**src/rtl/rs_dec_msg_framer_16_8.sv**
```systemverilog
// rs_dec_msg_framer_16_8: strips RS(16,8) parity and re-frames the message
// symbols with sop/eop into a registered-output FIFO behind valid/ready.
module rs_dec_msg_framer_16_8 #(
    parameter int SYM_BW     = 8,
    parameter int N_NUM      = 16,
    parameter int K_NUM      = 8,
    parameter int FIFO_DEPTH = 16
) (
    input  logic                        clk,
    input  logic                        rst_n,
    input  logic                        symb_in_val,
    input  logic [7:0]                  symb_in_cnt,
    input  logic [SYM_BW-1:0]           symb_in,
    input  logic                        dout_rdy,
    output logic                        dout_val,
    output logic [SYM_BW-1:0]           dout,
    output logic                        dout_sop,
    output logic                        dout_eop,
    output logic [$clog2(FIFO_DEPTH):0] fifo_level,
    output logic [15:0]                 frame_cnt,
    output logic                        seq_err,
    output logic                        ovf,
    input  logic                        ovf_clr
);

    localparam int AW = $clog2(FIFO_DEPTH);
    localparam int LW = AW + 1;
    localparam int EW = SYM_BW + 2;
    localparam logic [7:0] K_LAST = 8'(K_NUM - 1);
    localparam logic [7:0] N_LAST = 8'(N_NUM - 1);
    localparam logic       K_ONE  = (K_NUM == 1);

    typedef enum logic [1:0] {IDLE, MSG, PAR} state_t;

    state_t            state, state_nxt;
    logic [7:0]        exp_cnt, exp_nxt;
    logic              wr_req, wr_sop, wr_eop;
    logic              err_nxt, frame_inc, start;

    logic [EW-1:0]     mem [FIFO_DEPTH];
    logic [AW-1:0]     wr_ptr, rd_ptr, rd_nxt;
    logic [LW-1:0]     level_nxt;
    logic [EW-1:0]     wdata, head_nxt;
    logic              pop, push, ovf_ev;

    // Index tracking: decide what to do with the incoming symbol
    always_comb begin
        state_nxt = state;
        exp_nxt   = exp_cnt;
        wr_req    = 1'b0;
        wr_sop    = 1'b0;
        wr_eop    = 1'b0;
        err_nxt   = 1'b0;
        frame_inc = 1'b0;
        start     = 1'b0;
        if (symb_in_val) begin
            unique case (state)
                IDLE: begin
                    if (symb_in_cnt == 8'd0) begin
                        start = 1'b1;
                    end else begin
                        err_nxt = 1'b1;
                    end
                end
                MSG: begin
                    if (symb_in_cnt == exp_cnt) begin
                        wr_req  = 1'b1;
                        exp_nxt = exp_cnt + 8'd1;
                        if (symb_in_cnt == K_LAST) begin
                            wr_eop    = 1'b1;
                            frame_inc = 1'b1;
                            state_nxt = PAR;
                        end
                    end else begin
                        err_nxt   = 1'b1;
                        start     = (symb_in_cnt == 8'd0);
                        state_nxt = IDLE;
                    end
                end
                PAR: begin
                    if (symb_in_cnt == exp_cnt) begin
                        exp_nxt = exp_cnt + 8'd1;
                        if (symb_in_cnt == N_LAST) begin
                            state_nxt = IDLE;
                        end
                    end else begin
                        err_nxt   = 1'b1;
                        start     = (symb_in_cnt == 8'd0);
                        state_nxt = IDLE;
                    end
                end
                default: state_nxt = IDLE;
            endcase
            if (start) begin
                wr_req    = 1'b1;
                wr_sop    = 1'b1;
                wr_eop    = K_ONE;
                frame_inc = K_ONE;
                exp_nxt   = 8'd1;
                state_nxt = K_ONE ? PAR : MSG;
            end
        end
    end

    // FIFO control; an empty (or just-drained) buffer forwards the write
    always_comb begin
        pop       = dout_val & dout_rdy;
        push      = wr_req & ((fifo_level != LW'(FIFO_DEPTH)) | pop);
        ovf_ev    = wr_req & ~push;
        level_nxt = fifo_level + LW'(push) - LW'(pop);
        rd_nxt    = rd_ptr + AW'(pop);
        wdata     = {wr_sop, wr_eop, symb_in};
        head_nxt  = mem[rd_nxt];
        if (push && ((fifo_level - LW'(pop)) == '0)) begin
            head_nxt = wdata;
        end
    end

    // Buffer storage needs no reset; occupancy is tracked separately
    always_ff @(posedge clk) begin
        if (push) begin
            mem[wr_ptr] <= wdata;
        end
    end

    // Framer state, status flags, pointers and registered output
    always_ff @(posedge clk or negedge rst_n) begin
        if (!rst_n) begin
            state      <= IDLE;
            exp_cnt    <= 8'd0;
            seq_err    <= 1'b0;
            frame_cnt  <= 16'd0;
            ovf        <= 1'b0;
            wr_ptr     <= '0;
            rd_ptr     <= '0;
            fifo_level <= '0;
            dout_val   <= 1'b0;
            dout_sop   <= 1'b0;
            dout_eop   <= 1'b0;
            dout       <= '0;
        end else begin
            state      <= state_nxt;
            exp_cnt    <= exp_nxt;
            seq_err    <= err_nxt;
            frame_cnt  <= frame_cnt + 16'(frame_inc);
            if (ovf_ev) begin
                ovf <= 1'b1;
            end else if (ovf_clr) begin
                ovf <= 1'b0;
            end
            if (push) begin
                wr_ptr <= wr_ptr + AW'(1);
            end
            rd_ptr     <= rd_nxt;
            fifo_level <= level_nxt;
            dout_val   <= (level_nxt != '0);
            if (level_nxt != '0) begin
                {dout_sop, dout_eop, dout} <= head_nxt;
            end
        end
    end

endmodule

```
**config.mk**
```make
export PLATFORM = sky130hd
export DESIGN_NAME = rs_dec_msg_framer_16_8
export DESIGN_NICKNAME = d
export VERILOG_FILES = /design/src/rtl/rs_dec_msg_framer_16_8.sv
export SDC_FILE = /design/constraint.sdc
export NUM_CORES = 1
export LEC_CHECK = 0
export CAP_MARGIN = 10
export CORE_MARGIN = 4
export CORE_UTILIZATION = 60
export DETAILED_ROUTE_END_ITERATION = 7
export PLACE_DENSITY = 0.8
export SLEW_MARGIN = 10
export SYNTH_ARGS = -nofsm -noshare
export SYNTH_HDL_FRONTEND = slang
export SYNTH_SLANG_ARGS = --single-unit
```
**constraint.sdc**
```tcl
create_clock -name clk -period 6.2 [get_ports clk]
set_clock_uncertainty 0.1 [all_clocks]
set_input_delay 1.24 -clock clk [delete_from_list [all_inputs] [get_ports clk]]
set_output_delay 1.24 -clock clk [all_outputs]
set_load 0.005 [all_outputs]
```
# [After elaboration in Yosys (flattened, before gate mapping)]
# Memories as Yosys holds them, arrays and structs flattened.
# Cells that the tools add are included.
[word_totals] memories=1 register_bits=52 inputBits=21 out_inout_bits=34 ramBits=160 wordCells=78
[op_classes] n_mux=33 n_bitwise=5 add_sub_neg=7 reduce_logical=11 n_eq_ne=9
[memory_table] name="mem" depth=16 width=10 read_ports=1 rd_clocked_by_memory_dff=0 wr=1 line_no="40" text="logic [EW-1:0] mem [FIFO_DEPTH];"
[ops] cell="8-bit two-way mux" n=3
[ops] cell="1-bit two-way mux" n=21
[ops] cell="16-bit by 1-bit adder with 16-bit output" n=1
[ops] cell="10-bit two-way mux" n=1
[ops] cell="2-bit two-way mux" n=5
[ops] cell="5-bit by 1-bit subtractor with 5-bit output" n=2
[ops] cell="8-bit by 1-bit adder with 8-bit output (second input constant)" n=1
[ops] cell="8-bit by 3-bit equality test with 1-bit output (second input constant)" n=1
[ops] cell="8-bit by 4-bit equality test with 1-bit output (second input constant)" n=1
[ops] cell="8-bit equality test" n=1
[ops] cell="8-bit zero test" n=1
[ops] cell="4-bit != test (second input constant)" n=2
[ops] cell="2-bit case mux with 3 select lines" n=1
[ops] cell="2-bit nonzero test" n=3
[ops] cell="5-bit by 1-bit adder with 5-bit output" n=1
[ops] cell="5-bit zero test" n=1
[ops] cell="5-bit != test (second input constant)" n=1
[ops] cell="5-bit nonzero test" n=1
[ops] cell="4-bit by 1-bit adder with 4-bit output" n=1
[ops] cell="4-bit by 1-bit adder with 4-bit output (second input constant)" n=1
[ops] cell="1-bit case mux with 2 select lines" n=2
[ops] cell="4-bit AND reduction" n=1
[ops] cell="1-bit bitwise AND" n=3
[ops] cell="3-bit AND reduction" n=1
[ops] cell="8 further kinds" n=8

# [Depth between registers and ports, before layout]
[logic_depth] word_depth=10 depth_mapped=18 depth_no_buf=16

# [Worst setup path before layout]
# No wires, ideal clock.
[synth_path] path_type="input -> register" startpoint="input symb_in_cnt[4]" endpoint="register dout[0]" t_arrival_ns=4.493 path_buffers=2 t_required_ns=5.961 path_slack_ns=1.468 path_stages=17 setup_ns=0.139 cell_sequence="nor4_2 and4b_1 a21boi_2 o21a_1 inv_2 ha_1 inv_1 ha_1 fa_1 nand2b_1 a21oi_1 or3_1 a211o_1 buf_2 clkbuf_1 nand3_1 o221ai_1"
[synth_between] elab_chain_len=10
[synth_lines] item="start, declared" line_no="12" text="input logic [7:0] symb_in_cnt,"
[synth_lines] item="8-bit equality test or 8-bit zero test (tied branches)"
[synth_lines] item="1-bit two-way mux, on equally long branches" line_no="66, 81, 59"
[synth_lines] item="1-bit case mux with 2 select lines" line_no="57" text="unique case (state)"
[synth_lines] item="1-bit two-way mux" line_no="56" text="if (symb_in_val) begin"
[synth_lines] item="1-bit two-way mux (*)" line_no="94" text="if (start) begin"
[synth_lines] item="1-bit two-way mux (*)" line_no="56"
[synth_lines] item="1-bit bitwise AND (*)" line_no="108" text="push = wr_req & ((fifo_level != LW'(FIFO_DEPTH)) | pop);"
[synth_lines] item="5-bit by 1-bit adder with 5-bit output" line_no="110" text="level_nxt = fifo_level + LW'(push) - LW'(pop);"
[synth_lines] item="5-bit by 1-bit subtractor with 5-bit output" line_no="110"
[synth_lines] item="5-bit nonzero test" line_no="157" text="if (level_nxt != '0) begin"
[synth_lines] item="end signal, assigned" line_no="158" text="{dout_sop, dout_eop, dout} <= head_nxt;"
[synth_lines] item="end, declared" line_no="16" text="output logic [SYM_BW-1:0] dout,"
# Mark *: on every way between the ends. The rest lies on a longest branch, timed or not. The select of a mux whose other input is x is not followed.
# A chain may end at the register's enable or synchronous reset.

# [Worst setup path in the final report]
[layout_path] startpoint="input symb_in_cnt[6]" endpoint="register dout[5]"
# The elaborated chain is that of the path after synthesis.

==> metrics.md <==
| Metric | Value |
|---|---|
| Die H | `roughly 130 um` |
| Kind of critical path | `primary input to flop` |
| Pin count of the biggest net entering global routing | `53` |
| Synthesis warning total | `0` |
| Die W | `roughly 130 um` |
| Top cell by count, worst path | `ha_1` |
| Dominant synthesized flop cell | `edfxtp_1` |
| Worst Setup EP | `dout[5]$_DFFE_PN0P_` |
| Core Rows | `44` |
| Status | `finished clean` |
| Post-synth EDFFs | `160` |
| Worst flop-to-flop path startpoint | `exp_cnt[2]$_DFFE_PN0P_` |
| Fillers | `910` |
| Hold Crit Class | `flop to flop` |
| # port buffers | `54` |
| WL final | `roughly 18000 um` |
| Critical path, cell by cell | `clkdlybuf4s50_1 -> xnor2_2 -> nand4_4 -> nor4_2 -> o21a_1 -> inv_2 -> ha_1 -> inv_1 -> ha_1 -> fa_1 -> nand2b_1 -> a21oi_1 -> or3_1 -> a211o_1 -> nand3_1 -> o221ai_1` |
| Final period util | `0.902` |
| Commonest cells after routing, fill and taps aside | `edfxtp_1, clkdlybuf4s50_1, dfrtp_1` |
| Area Growth Syn to Fin | `16.5%` |
| Core area | `~15000 um^2` |
| First-pass DRT Iterations | `5` |
| CTS sink cnt | `212` |
| Tot GR Track Use | `0.228` |
| Final worst setup slack | `608 ps` |
| FFs w/ async S/R, synth | `0.245` |
| Commonest non-fill, non-tap cell in the layout | `edfxtp_1` |
| Layout cells sized above 1 | `0.184` |
| CTS Hold Bufs | `0` |
| Post-Synthesis Cell Area | `between 9000 and 10000 um^2` |
| Vias in the first global route | `5072` |
| CP Max Fanout | `29` |
| Nets | `~630` |
| Final ANT Viol Nets | `0` |
| Footprint of the multi-input gates | `2750 um^2` |
| WP data required | `6400 ps` |
| Seq. cell area | `roughly 6100 um^2` |
| Initial antenna violation count | `0` |
| Placed insts | `746` |
| Initial core utilization | `0.615` |
| Final Setup Violations | `0` |
| Mapped Cells | `between 500 and 600` |
| Vias post-DR | `roughly 4900` |
| Synth unique cells | `55` |
| Fmax | `around 180 MHz` |
| Root Driver | `clkbuf_16` |
| First-pass GRT wire length | `between 20000 and 30000 um` |
| FF-to-FF setup slack | `about 1400 ps` |
| Startpoint types | `primary input` |
| RR Endpoint | `dout[5]$_DFFE_PN0P_` |
| H-tree depth | `1` |
| CP max stage delay | `just over 600 ps` |
| Worst skew pair latency | `slightly below 500 ps` |
| Pre-CTS setup slack | `242 ps` |
| Grt ovf | `0` |
| PD cells | `420 nW/um^2` |
| Max VDD drop | `between 0.0002 and 0.0003 V` |
| Syn avg cell area | `between 15 and 20 um^2` |
| Worst Tran Pin Value | `1240 ps` |
| Max-cap viol count | `0` |
| RSZ-0062 raised after global routing | `no` |
| Crit-path slowest cell | `a211o_1` |
| Post-synth net total | `between 500 and 600` |
| Final hold vios | `0` |
| R2R depth | `15` |
| Die area | `17000 um^2` |
| Crit. Startpoint | `symb_in_cnt[6]` |
| DPL Wire Length | `roughly 12000 um` |
| WP data arrival | `around 5800 ps` |
| Setup crit end kind | `flop` |
| Drc violations | `0` |
| Top Ports | `55` |
| Seq/Total Area, Yosys | `0.677` |
| #FFs+latches synth | `212` |
| Global placement routability congestion | `between 0.8 and 0.9` |
| Worst slew margin | `0.170` |
| Mean routed wirelength per cell | `between 20 and 25 um` |
| Post-CTS sizing | `0` |
| Leak | `~3.8 nW` |
| Post-CTS setup buffer count | `0` |
| Clock Path Buffers | `3` |
| Setup TNS | `0 ps` |
| Total power draw | `4.41 mW` |
| Worst-path clk slew | `~60 ps` |
| Num CTS Buffers | `22` |
| Non-filler cells, final | `about 790` |
| CTS tree | `done` |
| Max Transition Viols Final | `0` |
| Antenna diode count | `0` |
| Final min period | `between 5000 and 6000 ps` |
| Iteration-0 DRC Markers | `480` |
| Via density | `approximately 6.3` |
synth_stat cells (all sizes together), types with 2 or more instances:
cell    count  area (um^2)
a21oi       9         45.0
and2        3         18.8
and3        6         37.5
and4        7         61.3
and4b       9         90.1
buf         9         47.6
clkbuf     11         41.3
dfrtp      52         1300
edfxtp    160         4800
ha         21          263
inv        27          101
mux4       49         1100
nand2      23         86.3
nand2b      3         18.8
nand3      22          110
nand4       4         40.0
nor2        9         33.8
nor3        4         30.0
nor4        5         43.8
nor4b       4         35.0
o21ai       6         30.0
o221ai      8         70.1
o22ai       2         12.5
or3         5         31.3
or4         2         15.0
xnor2      29          284
xor2        7         61.3
cells by family (layout without fill, tap and decap cells):
group,after synthesis,count (layout),share of synthesized area
adders and majority gates,22,22,0.0314
buffers and inverters,47,132,0.0211
muxes,51,51,0.125
AOI/OAI and AO/OA,40,40,0.0322
xor gates and xnor gates,36,36,0.0383
and+or+nand+nor,109,109,0.0747
DFF,212,212,0.677
critical path, delay by kind of cell:
family                     cells  cell delay (ps)
adders and majority gates      3              930
buffers and inverters          3              690
AOI/OAI and AO/OA              4             1360
and+or+nand+nor                5             1320
xor gates and xnor gates       1              250
how the worst min path moves through the flow:
stage	cells after the start	endpoint	start
after CTS	1	frame_cnt[15]$_DFF_PN0_	frame_cnt[15]$_DFF_PN0_
after global routing	1	frame_cnt[15]$_DFF_PN0_	frame_cnt[15]$_DFF_PN0_
after detailed placement	1	frame_cnt[15]$_DFF_PN0_	frame_cnt[15]$_DFF_PN0_
final	1	frame_cnt[15]$_DFF_PN0_	frame_cnt[15]$_DFF_PN0_
after floorplan	1	frame_cnt[15]$_DFF_PN0_	frame_cnt[15]$_DFF_PN0_
after global placement	1	frame_cnt[15]$_DFF_PN0_	frame_cnt[15]$_DFF_PN0_
state kept, by name, indices dropped and copies added, names as in the netlist:
| register | count |
|---|---|
| fifo_level | 5 |
| ovf | 1 |
| state | 2 |
| dout | 8 |
| wr_ptr | 4 |
| seq_err | 1 |
| mem | 160 |
| dout_eop | 1 |
| dout_sop | 1 |
| exp_cnt | 8 |
| dout_val | 1 |
| rd_ptr | 4 |
| frame_cnt | 16 |
per-stage QoR:
stage / area [um^2] / utilization / hold WS [ps]
after floorplan: 9010 / - / 368
after global placement: 9800 / 0.669 / 363
after detailed placement: 9800 / 0.669 / 384
after CTS: 10500 / 0.716 / 395
after global routing: 10500 / 0.717 / 409
final: 10500 / 0.717 / 389
per-layer routing:
| metal | global-route usage | wire length [um] | vias up |
|---|---|---|---|
| li1 | - | - | 2174 |
| met4 | 0.0678 | 510 | 0 |
| met3 | 0.0346 | 959 | 33 |
| met5 | 0 | 0 | - |
| met1 | 0.319 | 7540 | 2532 |
| met2 | 0.378 | 9370 | 181 |
power by group:
group / internal [mW] / switching, mW / total, mW
sequential: 1.61 / 0.0594 / 1.67
clock: 0.746 / 0.503 / 1.25
combinational: 0.780 / 0.710 / 1.49
total: 3.13 / 1.27 / 4.41
layout make-up:
type | instances | area share
clock buffers | 34 | 0.0607
clock inverters | 6 | 0.00489
inverters | 27 | 0.00966
multi-input cells | 258 | 0.262
flip-flops and latches | 212 | 0.582
well taps | 184 | 0.0219
repair buffers | 65 | 0.0589
(Power assumes the default switching activity.)
